==> src/rtl/fifo_sync_param_if.sv <==
// Producer/consumer handshake bundle for fifo_sync_param.
// master = the logic that pushes and pops; slave = the FIFO itself.
interface fifo_sync_param_if #(
    parameter int WIDTH = 10,
    parameter int DEPTH = 8
);
    localparam int CNT_W = $clog2(DEPTH) + 1;

    logic             wr_enb;
    logic             rd_enb;
    logic [WIDTH-1:0] data_in;
    logic             err_clr;
    logic [WIDTH-1:0] data_out;
    logic             valid_out;
    logic             full;
    logic             empty;
    logic             almost_full;
    logic             almost_empty;
    logic [CNT_W-1:0] count;
    logic             overflow;
    logic             underflow;

    modport master (
        output wr_enb, rd_enb, data_in, err_clr,
        input  data_out, valid_out, full, empty, almost_full, almost_empty,
               count, overflow, underflow
    );

    modport slave (
        input  wr_enb, rd_enb, data_in, err_clr,
        output data_out, valid_out, full, empty, almost_full, almost_empty,
               count, overflow, underflow
    );
endinterface

==> src/rtl/fifo_sync_param.sv <==
// Parametrised single-clock FIFO with count, almost flags and sticky errors.
// Define FIFO_FWFT_EN for first-word fall-through reads; default is 1-cycle read latency.
module fifo_sync_param #(
    parameter int WIDTH  = 10,
    parameter int DEPTH  = 8,
    parameter int AF_LVL = 6,
    parameter int AE_LVL = 2
) (
    input logic               clk,
    input logic               rst,
    fifo_sync_param_if.slave  bus
);
    localparam int ADDR_W = $clog2(DEPTH);
    localparam int CNT_W  = ADDR_W + 1;

    logic [WIDTH-1:0]  mem [DEPTH];
    logic [ADDR_W:0]   wr_ptr;
    logic [ADDR_W:0]   rd_ptr;
    logic [CNT_W-1:0]  count_q;
    logic              overflow_q;
    logic              underflow_q;
    logic              full;
    logic              empty;
    logic              rd_acc;
    logic              wr_acc;

    assign full   = (count_q == CNT_W'(DEPTH));
    assign empty  = (count_q == '0);
    // A write into a full FIFO is still taken when a read frees a slot this cycle.
    assign rd_acc = bus.rd_enb & ~empty;
    assign wr_acc = bus.wr_enb & (~full | rd_acc);

    // NOTE: storage has no reset; stale words are unreachable because count/pointers are.
    always_ff @(posedge clk) begin
        if (wr_acc) mem[wr_ptr[ADDR_W-1:0]] <= bus.data_in;
    end

    // NOTE: all state uses non-blocking assignment so every register samples pre-edge values.
    always_ff @(posedge clk or negedge rst) begin
        if (!rst) begin
            wr_ptr      <= '0;
            rd_ptr      <= '0;
            count_q     <= '0;
            overflow_q  <= 1'b0;
            underflow_q <= 1'b0;
        end else begin
            if (wr_acc) wr_ptr <= wr_ptr + 1'b1;
            if (rd_acc) rd_ptr <= rd_ptr + 1'b1;
            case ({wr_acc, rd_acc})
                2'b10:   count_q <= count_q + 1'b1;
                2'b01:   count_q <= count_q - 1'b1;
                default: count_q <= count_q;
            endcase
            // A fresh error outranks a clear in the same cycle.
            if (bus.wr_enb & full & ~rd_acc) overflow_q <= 1'b1;
            else if (bus.err_clr)            overflow_q <= 1'b0;
            if (bus.rd_enb & empty)          underflow_q <= 1'b1;
            else if (bus.err_clr)            underflow_q <= 1'b0;
        end
    end

`ifdef FIFO_FWFT_EN
    logic [WIDTH-1:0] head;

    // NOTE: every comb output gets a default first so no latch is inferred.
    always_comb begin
        head = '0;
        if (!empty) head = mem[rd_ptr[ADDR_W-1:0]];
    end

    assign bus.data_out  = head;
    assign bus.valid_out = ~empty;
`else
    logic [WIDTH-1:0] data_q;
    logic             valid_q;

    always_ff @(posedge clk or negedge rst) begin
        if (!rst) begin
            data_q  <= '0;
            valid_q <= 1'b0;
        end else begin
            valid_q <= rd_acc;
            if (rd_acc) data_q <= mem[rd_ptr[ADDR_W-1:0]];
        end
    end

    assign bus.data_out  = data_q;
    assign bus.valid_out = valid_q;
`endif

    assign bus.full         = full;
    assign bus.empty        = empty;
    assign bus.almost_full  = (count_q >= CNT_W'(AF_LVL));
    assign bus.almost_empty = (count_q <= CNT_W'(AE_LVL));
    assign bus.count        = count_q;
    assign bus.overflow     = overflow_q;
    assign bus.underflow    = underflow_q;
endmodule

==> src/flat_wrapper.sv <==
// flat-port wrapper written by rule: the top's interface ports become plain ports
module fifo_sync_param_flat 
#(
    parameter int WIDTH  = 10,
    parameter int DEPTH  = 8,
    parameter int AF_LVL = 6,
    parameter int AE_LVL = 2
)
  (clk, rst, bus_wr_enb, bus_rd_enb, bus_data_in, bus_err_clr, bus_data_out, bus_valid_out, bus_full, bus_empty, bus_almost_full, bus_almost_empty, bus_count, bus_overflow, bus_underflow);
  fifo_sync_param_if #(.WIDTH(WIDTH), .DEPTH(DEPTH)) bus_i ();
  input logic clk;
  input logic rst;
  input wire logic [$bits(bus_i.wr_enb)-1:0] bus_wr_enb;
  input wire logic [$bits(bus_i.rd_enb)-1:0] bus_rd_enb;
  input wire logic [$bits(bus_i.data_in)-1:0] bus_data_in;
  input wire logic [$bits(bus_i.err_clr)-1:0] bus_err_clr;
  output wire logic [$bits(bus_i.data_out)-1:0] bus_data_out;
  output wire logic [$bits(bus_i.valid_out)-1:0] bus_valid_out;
  output wire logic [$bits(bus_i.full)-1:0] bus_full;
  output wire logic [$bits(bus_i.empty)-1:0] bus_empty;
  output wire logic [$bits(bus_i.almost_full)-1:0] bus_almost_full;
  output wire logic [$bits(bus_i.almost_empty)-1:0] bus_almost_empty;
  output wire logic [$bits(bus_i.count)-1:0] bus_count;
  output wire logic [$bits(bus_i.overflow)-1:0] bus_overflow;
  output wire logic [$bits(bus_i.underflow)-1:0] bus_underflow;
  assign bus_i.wr_enb = bus_wr_enb;
  assign bus_i.rd_enb = bus_rd_enb;
  assign bus_i.data_in = bus_data_in;
  assign bus_i.err_clr = bus_err_clr;
  assign bus_data_out = bus_i.data_out;
  assign bus_valid_out = bus_i.valid_out;
  assign bus_full = bus_i.full;
  assign bus_empty = bus_i.empty;
  assign bus_almost_full = bus_i.almost_full;
  assign bus_almost_empty = bus_i.almost_empty;
  assign bus_count = bus_i.count;
  assign bus_overflow = bus_i.overflow;
  assign bus_underflow = bus_i.underflow;
  fifo_sync_param #(.WIDTH(WIDTH), .DEPTH(DEPTH), .AF_LVL(AF_LVL), .AE_LVL(AE_LVL)) u_core (.clk(clk), .rst(rst), .bus(bus_i));
endmodule
==> config.mk <==
export PLATFORM = sky130hd
export DESIGN_NAME = fifo_sync_param_flat
export DESIGN_NICKNAME = d
export VERILOG_FILES = /design/src/rtl/fifo_sync_param_if.sv /design/src/rtl/fifo_sync_param.sv /design/src/flat_wrapper.sv
export SDC_FILE = /design/constraint.sdc
export NUM_CORES = 1
export LEC_CHECK = 0
export CAP_MARGIN = 30
export CORE_ASPECT_RATIO = 0.5
export CORE_MARGIN = 1.5
export CORE_UTILIZATION = 28
export CTS_BUF_LIST = sky130_fd_sc_hd__clkbuf_16
export CTS_CLUSTER_DIAMETER = 200
export DETAILED_ROUTE_END_ITERATION = 10
export DONT_BUFFER_PORTS = 1
export GPL_TIMING_DRIVEN = 0
export SYNTH_ARGS = -nofsm -noshare
export SYNTH_HDL_FRONTEND = slang
export SYNTH_SLANG_ARGS = --single-unit
==> constraint.sdc <==
create_clock -name clk -period 2.9 [get_ports clk]
set_input_delay 0.435 -clock clk [delete_from_list [all_inputs] [get_ports clk]]
set_output_delay 0.435 -clock clk [all_outputs]
set_load 0.02 [all_outputs]
-- Word-level counts from Yosys, hierarchy flattened
Memory sizes are Yosys's and may differ from the RTL's. A register that Yosys moved wholly into a read port is not among the register bits.
Cells that the tools add are included.
- add/sub/neg operators: 4
- $lt $le $gt $ge: 2
- muxes and demuxes: 6
- reduce and logical (&&, ||, !) cells: 5
- equality and inequality tests: 3
- bitwise operators: 9
- operators by type and width (cell ; count):
    $add 4x1->4 const B ; 3
    $pmux 4 s2 ; 1
    $reduce_bool 2->1 ; 3
    $and 1x1->1 ; 5
    $mux 1 ; 5
    $eq 4x4->1 const B ; 1
    $ge 4x3->1 const B ; 1
    $le 4x2->1 const B ; 1
    $logic_not 4->1 ; 1
    $sub 4x1->4 const B ; 1
    $not 1->1 ; 3
    $eq 2x1->1 const B ; 1
    $eq 2x2->1 const B ; 1
    $logic_not 1->1 ; 1
    $or 1x1->1 ; 1
- bits of input ports: 15
- memory bits (writable): 80
- logic and storage cells: 36
- flip-flop bits (word level): 15
- memories: 1
- memory list (memory ; words ; width ; read ports ; clocked after memory_dff ; write ports ; line ; text):
    u_core.mem ; 8 ; 10 ; 1 ; 1 ; 1 ; fifo_sync_param.sv:16 ; logic [WIDTH-1:0] mem [DEPTH];

-- Depth between registers and ports, before layout
Gate-level depths: netlist of run 1.
- depth in word-level cells: 7
- depth in mapped cells: 11

-- Least setup slack after synthesis of run 1
OpenSTA, ideal clock, no wires.
- path type: reg2reg
- start point: register u_core.count_q[1], in the netlist u_core.bus.count[1]
- end point: register u_core.count_q[2], in the netlist u_core.bus.count[2]
- slack: 0.221 ns
- library setup time: 0.125 ns
- stages on the path, launching flop included: 12
- path buffers: 1
- data arrival time: 2.554 ns
- data required time: 2.775 ns
- period minus slack after synthesis: 2.679 ns
- path through: dfrtp_1 buf_6 nor4_2 nand2b_1 inv_2 ha_1 xor2_1 ha_1 a21oi_1 xor2_1 nor2_1 xor2_1
- cells in the longest elaborated chain, start to end: 7
- RTL lines (what ; line ; text):
    start: declaration ; fifo_sync_param.sv:19 ; logic [CNT_W-1:0] count_q;
    start signal: assignment ; fifo_sync_param.sv:50 ; 2'b10: count_q <= count_q + 1'b1;
    start signal: assignment ; fifo_sync_param.sv:51 ; 2'b01: count_q <= count_q - 1'b1;
    start signal: assignment ; fifo_sync_param.sv:52 ; default: count_q <= count_q;
    $logic_not 4->1 (*) ; fifo_sync_param.sv:28 ; assign empty = (count_q == '0);
    net bus_empty ; flat_wrapper.sv:20 ; output wire logic [$bits(bus_i.empty)-1:0] bus_empty;
    $not 1->1 (*) ; fifo_sync_param.sv:30 ; assign rd_acc = bus.rd_enb & ~empty;
    $and 1x1->1 (*) ; fifo_sync_param.sv:30 ;
    net u_core.rd_acc ; fifo_sync_param.sv:24 ; logic rd_acc;
    $or 1x1->1 ; fifo_sync_param.sv:31 ; assign wr_acc = bus.wr_enb & (~full | rd_acc);
    $and 1x1->1 ; fifo_sync_param.sv:31 ;
    $eq 2x1->1 / $eq 2x2->1 (equally long branches) ; fifo_sync_param.sv:49 ; case ({wr_acc, rd_acc})
    $pmux 4 s2 / $reduce_bool 2->1 (equally long branches) ; n/a ;
Mark *: on every way through the listed nets, which the timed path passes. The rest lies on a longest branch.
A chain may end at the register's enable or synchronous reset.

-- Worst setup path in the final report of run 1
- start point: register u_core.count_q[1], in the netlist u_core.bus.count[1]
- end point: register u_core.count_q[2], in the netlist u_core.bus.count[2]
- cells in the longest elaborated chain, start to end: 7
- RTL lines (what ; line):
    $logic_not 4->1 ; fifo_sync_param.sv:28
    $not 1->1 ; fifo_sync_param.sv:30
    $and 1x1->1 ; fifo_sync_param.sv:30
    $or 1x1->1 ; fifo_sync_param.sv:31
    $and 1x1->1 ; fifo_sync_param.sv:31
    $eq 2x1->1 / $eq 2x2->1 (equally long branches) ; fifo_sync_param.sv:49
    $pmux 4 s2 / $reduce_bool 2->1 (equally long branches) ; n/a
Parallel ways exist; a longest one is shown, timed or not.

==> flow_summary.yaml, run 1 <==
outcome:
  status: "finished, final reports clean"
sta:
  final_max_slew_viol_count: 0
  slew_headroom: 0.3831
  rsz0062_at_grt: "no"
  post-route-period-util: 0.9282
  hold_viol: 0
  setup-violations-final: 0
  skew_ps: 7.875
  fin_hold_ws_ps: 177.6
  tightest_slew_ps: 922.0
  finalCriticalPeriod_ps: 2692
  layout_setup_ws_ps: 208.3
  fmax_mhz: 371.5
min_path:
  min-delay-start: "bus_data_in[1]"
  hold_depth: 0
  hp-class: "input pin to flop"
  hold_path_end: "u_core.mem[1][1]$_DFFE_PP_"
clock_tree:
  cts_sinks: 103
  path_clk_slew_ps: 70
  clock_path_buffers: 2
  root_buffer: "clkbuf_16"
  insertion_delay_ps: 350
  cts_tree: "yes"
  cts_buffers: 9
  htreeDepth: 3
grt:
  track_usage: 0.1131
  grt_pass1_vias: 2222
  grt_pass1_wl_microns: 12650
  antenna_found_initial: 0
  grt_overflow: 0
  grt_start_max_net_pins: 24
logic_synthesis:
  syn_nets: 277
  syn_area_sq_mm: 0.004163
  postSynthCellCount: 257
  ys_seq_elements: 103
  syn_avg_cell_area_sq_um: 16.20
  ys.flop_type: "edfxtp_1"
  synth-edff-count: 80
  seq_area_frac_synth: 0.7154
  yosys_warnings: 0
  synthArstFlopShare: 0.2233
  synth.distinct_cells: 37
layout:
  antenna_cells: 0
  nets: 298
  multi_input_area_sq_mm: 0.001116
  syn_to_final_growth_pct: 16.23
  drive_gt1_frac: 0.2014
  fillerInstances: 1408
  ff_latch_area_sq_mm: 0.002979
  fin_util: 0.3335
setup_path:
  worstPathArrival_ps: 2920
  cp_slowest_stage_delay_ps: 550
  reg2reg_slack_ps: 210
  critical_path_class: "flop to flop"
  r2r_end: "u_core.bus.count[2]$_DFFE_PN0P_"
  r2r_start: "u_core.bus.count[1]$_DFFE_PN0P_"
  crit_slowest_cell: "or4b_4"
  cp_common_cell: "xor2_1"
  end_kind: "flop"
  start_kind: "flop"
  crit_chain: "buf_6, or4b_4, o21a_4, clkinv_4, ha_1, xor2_1, ha_1, a21oi_1, xor2_1, nor2_1, xor2_1"
  startpoint: "u_core.bus.count[1]$_DFFE_PN0P_"
  worstPathRequired_ps: 3130
  crit_path_max_fanout: 9
  r2r_cells: 11
drt:
  vias_per_cell: 4.511
  ant_nets: 0
  drt_iter0_markers: 204
  routed_wl_microns: 8383
  vias: 2170
  first_pass_iters: 4
  avgRoutedWirePerCell_microns: 17.43
  drc: 0
die:
  core_area_sq_mm: 0.01451
  die_h_microns: 89.22
  num_rows: 31
  fp.dieW_microns: 175.4
  io_pins: 36
  die_area_sq_mm: 0.01565
  floorplan.initialDensity: 0.2870
placed_design:
  dp_slack_ps: -70.37
  place_congestion: 0.6992
  dp_hpwl_microns: 5589
  io_buffer_count: 0
power:
  powerDensity_mw_per_mm2: 1005
  total_leakage_power_nw: 1.718
  vdd_drop_max_v: 0.0002898
flow_run:
  drv_cap: 0
[layout by cell type, fill, tap and decap left out, types with 2 or more instances in the layout]
master	instances
o22ai_1	10
buf_6	8
clkinv_4	2
dfrtp_1	22
inv_1	6
nor3_2	4
nor2_1	5
mux2i_1	20
nand2_1	20
nand2_2	2
xor2_1	4
edfxtp_1	80
xnor2_1	5
nand2b_1	4
buf_4	6
inv_8	2
buf_1	2
mux2_1	10
o21ai_1	10
mux2_2	11
clkbuf_16	9
a221o_1	10
buf_2	3
ha_1	5
nor3b_1	2
a21oi_1	2
[per-stage QoR]
step / instances / cell area, sq um / power (W) / setup TNS (ps)
after floorplan: 257 / 4163 / 0.003294 / 0
after global placement: 455 / 4410 / 0.003644 / -6262
after detailed placement: 463 / 4516 / 0.003742 / -70.37
after CTS: 481 / 4835 / 0.004907 / 0
after global routing: 481 / 4838 / 0.005123 / 0
final: 481 / 4838 / 0.004863 / 0
[sequential cells by signal, summed over array words and instances, names as in the netlist]
register and cells:
u_core.mem 80, u_core.bus.data_out 10, u_core.bus.count 4, u_core.rd_ptr 3
u_core.wr_ptr 3, u_core.bus.overflow 1, u_core.bus.underflow 1, u_core.bus.valid_out 1
[Yosys cell counts, types with 3 or more instances]
cell / instances / area share
edfxtp_1: 80 / 0.58
dfrtp_1: 23 / 0.14
mux2i_1: 20 / 0.048
nand2_1: 20 / 0.018
mux2_2: 11 / 0.030
a221o_1: 10 / 0.024
mux2_1: 10 / 0.027
o21ai_1: 10 / 0.012
o22ai_1: 10 / 0.015
ha_1: 5 / 0.015
nand2b_1: 5 / 0.0075
nor2_1: 5 / 0.0045
xnor2_1: 5 / 0.011
inv_1: 4 / 0.0036
nor3_1: 4 / 0.0048
xor2_1: 4 / 0.0084
buf_2: 3 / 0.0036
buf_4: 3 / 0.0054
buf_6: 3 / 0.0081
[worst max-delay path, delay by kind of cell, from the launching register on]
family | cells | cell delay (ps)
flops | 1 | 470
xor+xnor | 3 | 390
buf+inv | 2 | 280
simple gates | 2 | 610
fa+ha+maj | 2 | 450
compound gates | 2 | 380
[cells by family (layout without fill, tap and decap cells)]
kind of cell	Yosys count	count (layout)	synth area share
XOR/XNOR	9	9	0.01893
AO/OA/AOI/OAI	39	39	0.06763
multiplexers	41	41	0.1049
flip-flops	103	103	0.7154
buffers and inverters	17	43	0.02555
adder cells (fa/ha/maj)	5	5	0.01503
AND/OR/NAND/NOR	43	43	0.05260
[power breakdown]
part           switching [W]  internal [W]
registers           0.000351       0.00192
clock network       0.000554      0.000593
logic               0.000809      0.000637
total                0.00171       0.00315
[timing repair]
item	CTS	global route
endpoints found under the setup margin	1	1
pin swaps	0	1
gates resized for setup	1	2
hold endpoints to repair	23	0
hold buffers	2	0
cloned	0	0
setup buffers	0	0
[per-layer routing]
metal | routed length (microns) | vias up | GRT usage
met3 | 398 | 13 | 0.03316
met5 | 0 | - | 0
met1 | 4061 | 1091 | 0.1454
li1 | - | 1022 | -
met2 | 3779 | 44 | 0.1858
met4 | 144 | 0 | 0.03885
[worst max-delay path by stage]
stage / endpoint / slack (ps) / cells past startpoint
floorplan: u_core.bus.count[2]$_DFFE_PN0P_ / 220 / 11
finish: u_core.bus.count[2]$_DFFE_PN0P_ / 210 / 11
global route: u_core.bus.count[2]$_DFFE_PN0P_ / 10 / 11
global placement: u_core.mem[0][9]$_DFFE_PP_ / -530 / 4
detailed placement: u_core.bus.count[2]$_DFFE_PN0P_ / -70 / 11
CTS: u_core.bus.count[2]$_DFFE_PN0P_ / 90 / 11
[area by class of cell]
class,count,area share
Tap cell,198,0.05120
Sequential cell,103,0.6157
Multi-Input combinational cell,137,0.2307
Clock buffer,9,0.04655
Buffer,11,0.01629
Inverter,6,0.005689
Timing Repair Buffer,10,0.02250
Clock inverter,7,0.01138
Power figures use the tool's default switching activity.
==> run 2, diff against run 1 <==
--- a/config.mk
+++ b/config.mk
@@ -5,7 +5,7 @@
 export SDC_FILE = /design/constraint.sdc
 export NUM_CORES = 1
 export LEC_CHECK = 0
-export CAP_MARGIN = 30
+export ABC_AREA = 1
 export CORE_ASPECT_RATIO = 0.5
 export CORE_MARGIN = 1.5
 export CORE_UTILIZATION = 28
==> flow_summary.yaml, run 2 <==
grt:
  grt_pass1_wl_microns: 15300
  grt_overflow: 0
  grt_start_max_net_pins: 24
  track_usage: 0.1310
  antenna_found_initial: 0
  grt_pass1_vias: 2629
setup_path:
  worstPathArrival_ps: 2350
  crit_path_max_fanout: 10
  start_kind: "flop"
  worstPathRequired_ps: 2850
  critical_path_class: "flop to flop"
  end_kind: "flop"
clock_tree:
  cts_buffers: 9
  path_clk_slew_ps: 70
  clock_path_buffers: 2
  root_buffer: "clkbuf_16"
  cts_tree: "yes"
  htreeDepth: 3
  cts_sinks: 103
  post-cts-setup-buffers: 0
  insertion_delay_ps: 340
layout:
  drive_gt1_frac: 0.1244
  syn_to_final_growth_pct: 13.28
  antenna_cells: 0
  nets: 409
  fin_util: 0.3315
  layout_commonest_cell: "nor2_1"
  mostFrequentLayoutCells: "nor2_1 (88), edfxtp_1 (80), nand2_1 (42), o21ai_0 (40), nand3_1 (26)"
  largest_reg_flops: 80
logic_synthesis:
  netlist_top_cells_area: "edfxtp_1 (56%), dfrtp_1 (13%), nor2_1 (7.6%), o21ai_0 (4.6%), nand2_1 (3.6%)"
  synth-edff-count: 80
  syn_nets: 396
  ys.flop_type: "edfxtp_1"
  synthArstFlopShare: 0.2233
  yosysTopAreaCell: "edfxtp_1"
  synth.most_common_cell: "nor2_1"
  synth.top_cells.by_count: "nor2_1 (88), edfxtp_1 (80), nand2_1 (42)"
  postSynthCellCount: 376
  seq_area_frac_synth: 0.6887
  syn_area_sq_mm: 0.004324
  ys_seq_elements: 103
  yosys.area.top_type_share: 0.5556
  syn_avg_cell_area_sq_um: 11.50
  yosys_warnings: 0
  synth.distinct_cells: 29
flow_run:
  drv_cap: 0
drt:
  ant_nets: 0
  drc: 0
  drt_iter0_markers: 301
  first_pass_iters: 4
  wl_met3_microns: 688
  met1Wirelength_microns: 4333
  highest_layer: "met4"
  vias_per_cell: 4.514
  dr_wl_met2_microns: 4905
  avgRoutedWirePerCell_microns: 17.08
  vias: 2672
  routed_wl_microns: 10110
sta:
  fin_hold_ws_ps: 186.0
  skew_ps: 8.817
  layout_setup_ws_ps: 502.9
  final_max_slew_viol_count: 0
  finalCriticalPeriod_ps: 2397
  post-route-period-util: 0.8266
  slew_headroom: 0.2404
  fmax_mhz: 417.2
  tns_ps: 0
  rsz0062_at_grt: "no"
  setup-violations-final: 0
  tightest_slew_ps: 1129
  hold_viol: 0
die:
  num_rows: 31
  floorplan.initialDensity: 0.2926
  io_pins: 36
  die_area_sq_mm: 0.01624
  core_area_sq_mm: 0.01478
  fp.dieW_microns: 178.7
  die_h_microns: 90.88
outcome:
  status: "finished, final reports clean"
placed_design:
  place_congestion: 0.7686
  io_buffer_count: 0
  dp_slack_ps: 469.4
  dp_hpwl_microns: 6164
min_path:
  hp-class: "input pin to flop"
power:
  switchingPower_w: 0.002021
  vdd_drop_max_v: 0.0003747
  total_power_w: 0.005137
  internal_power_w: 0.003116
  p_comb_frac: 0.329
  sequentialPowerShare: 0.433
  powerDensity_mw_per_mm2: 1049
  total_leakage_power_nw: 1.836
  power_frac_clock: 0.238
  swShare: 0.3934
==> run 2: cell types whose count changed after synthesis, sizes merged, moves of 4 or more <==
cell / change
a221o: -10
clkbuf: +4
inv: +15
mux2: -21
mux2i: -20
nand2: +23
nand2b: -5
nand3: +35
nor2: +88
nor3: -4
o21ai: +35
o22ai: -8
==> run 2: cell type report <==
type,count,area (sq um)
flip-flops and latches,103,2978
inverters,20,77.57
well taps,198,247.7
multi-input cells,236,1155
fillers,1443,9879
clock inverters,7,71.32
repair buffers,2,30.03
clock buffers,9,225.2
plain buffers,17,113.9
==> run 2: logic make-up (layout without fill, tap and decap cells) <==
logic type	count (synthesis)	in the layout	share of synthesized area
adder cells (fa/ha/maj)	5	5	0.01447
flip-flops	103	103	0.6887
buffers and inverters	37	55	0.04427
AO/OA/AOI/OAI	50	50	0.05845
AND/OR/NAND/NOR	176	176	0.1840
XOR/XNOR	5	5	0.01013
==> run 2: repair_timing <==
item,4_1_cts,5_1_grt
setup endpoints to repair,0,0
endpoints found under the hold margin,23,0
resized for setup,0,0
hold buffers,2,0
==> run 2: stage by stage <==
step	cells	area, sq um
global placement	574	4572
global route	592	4898
detailed placement	574	4572
floorplan	376	4324
finish	592	4898
CTS	592	4898
==> run 2: power groups by stage <==
| stage | registers [W] | logic [W] | clock network, W |
|---|---|---|---|
| finish | 0.00222 | 0.00169 | 0.00122 |
| global route | 0.00226 | 0.00189 | 0.00131 |
| detailed placement | 0.00226 | 0.00168 | 0 |
| global placement | 0.00225 | 0.00165 | 0 |
| CTS | 0.00223 | 0.00170 | 0.00125 |
| floorplan | 0.00219 | 0.00123 | 0 |
==> run 2: path summary, 6_finish.rpt <==
path                       cells after the start                       startpoint                              end  slack, ps
hold reg to reg                                2     u_core.wr_ptr[0]$_DFFE_PN0P_     u_core.wr_ptr[0]$_DFFE_PN0P_        550
setup / recovery                               6  u_core.bus.count[2]$_DFFE_PN0P_       u_core.mem[3][2]$_DFFE_PP_        500
setup reg to reg                               6  u_core.bus.count[2]$_DFFE_PN0P_       u_core.mem[3][2]$_DFFE_PP_        500
max in group asynchronous                      2                              rst   u_core.bus.valid_out$_DFF_PN0_       2210
hold / removal                                 0                   bus_data_in[3]       u_core.mem[3][3]$_DFFE_PP_        190
min in group asynchronous                      2                              rst  u_core.bus.count[0]$_DFFE_PN0P_        520
==> run 2: metal layers <==
layer  GRT usage  vias to the layer above
met1      0.1689                     1283
li1            -                     1300
met3     0.03704                       12
met4     0.05486                        0
met5           0                        -
met2      0.2061                       77
==> run 2: worst max-delay path, stage by stage (launching register included) <==
cell     delay, ps
dfrtp_1        550
inv_1          160
nand4_2        130
nand2_4         80
inv_1           90
nand2_1        110
nor2_1         870
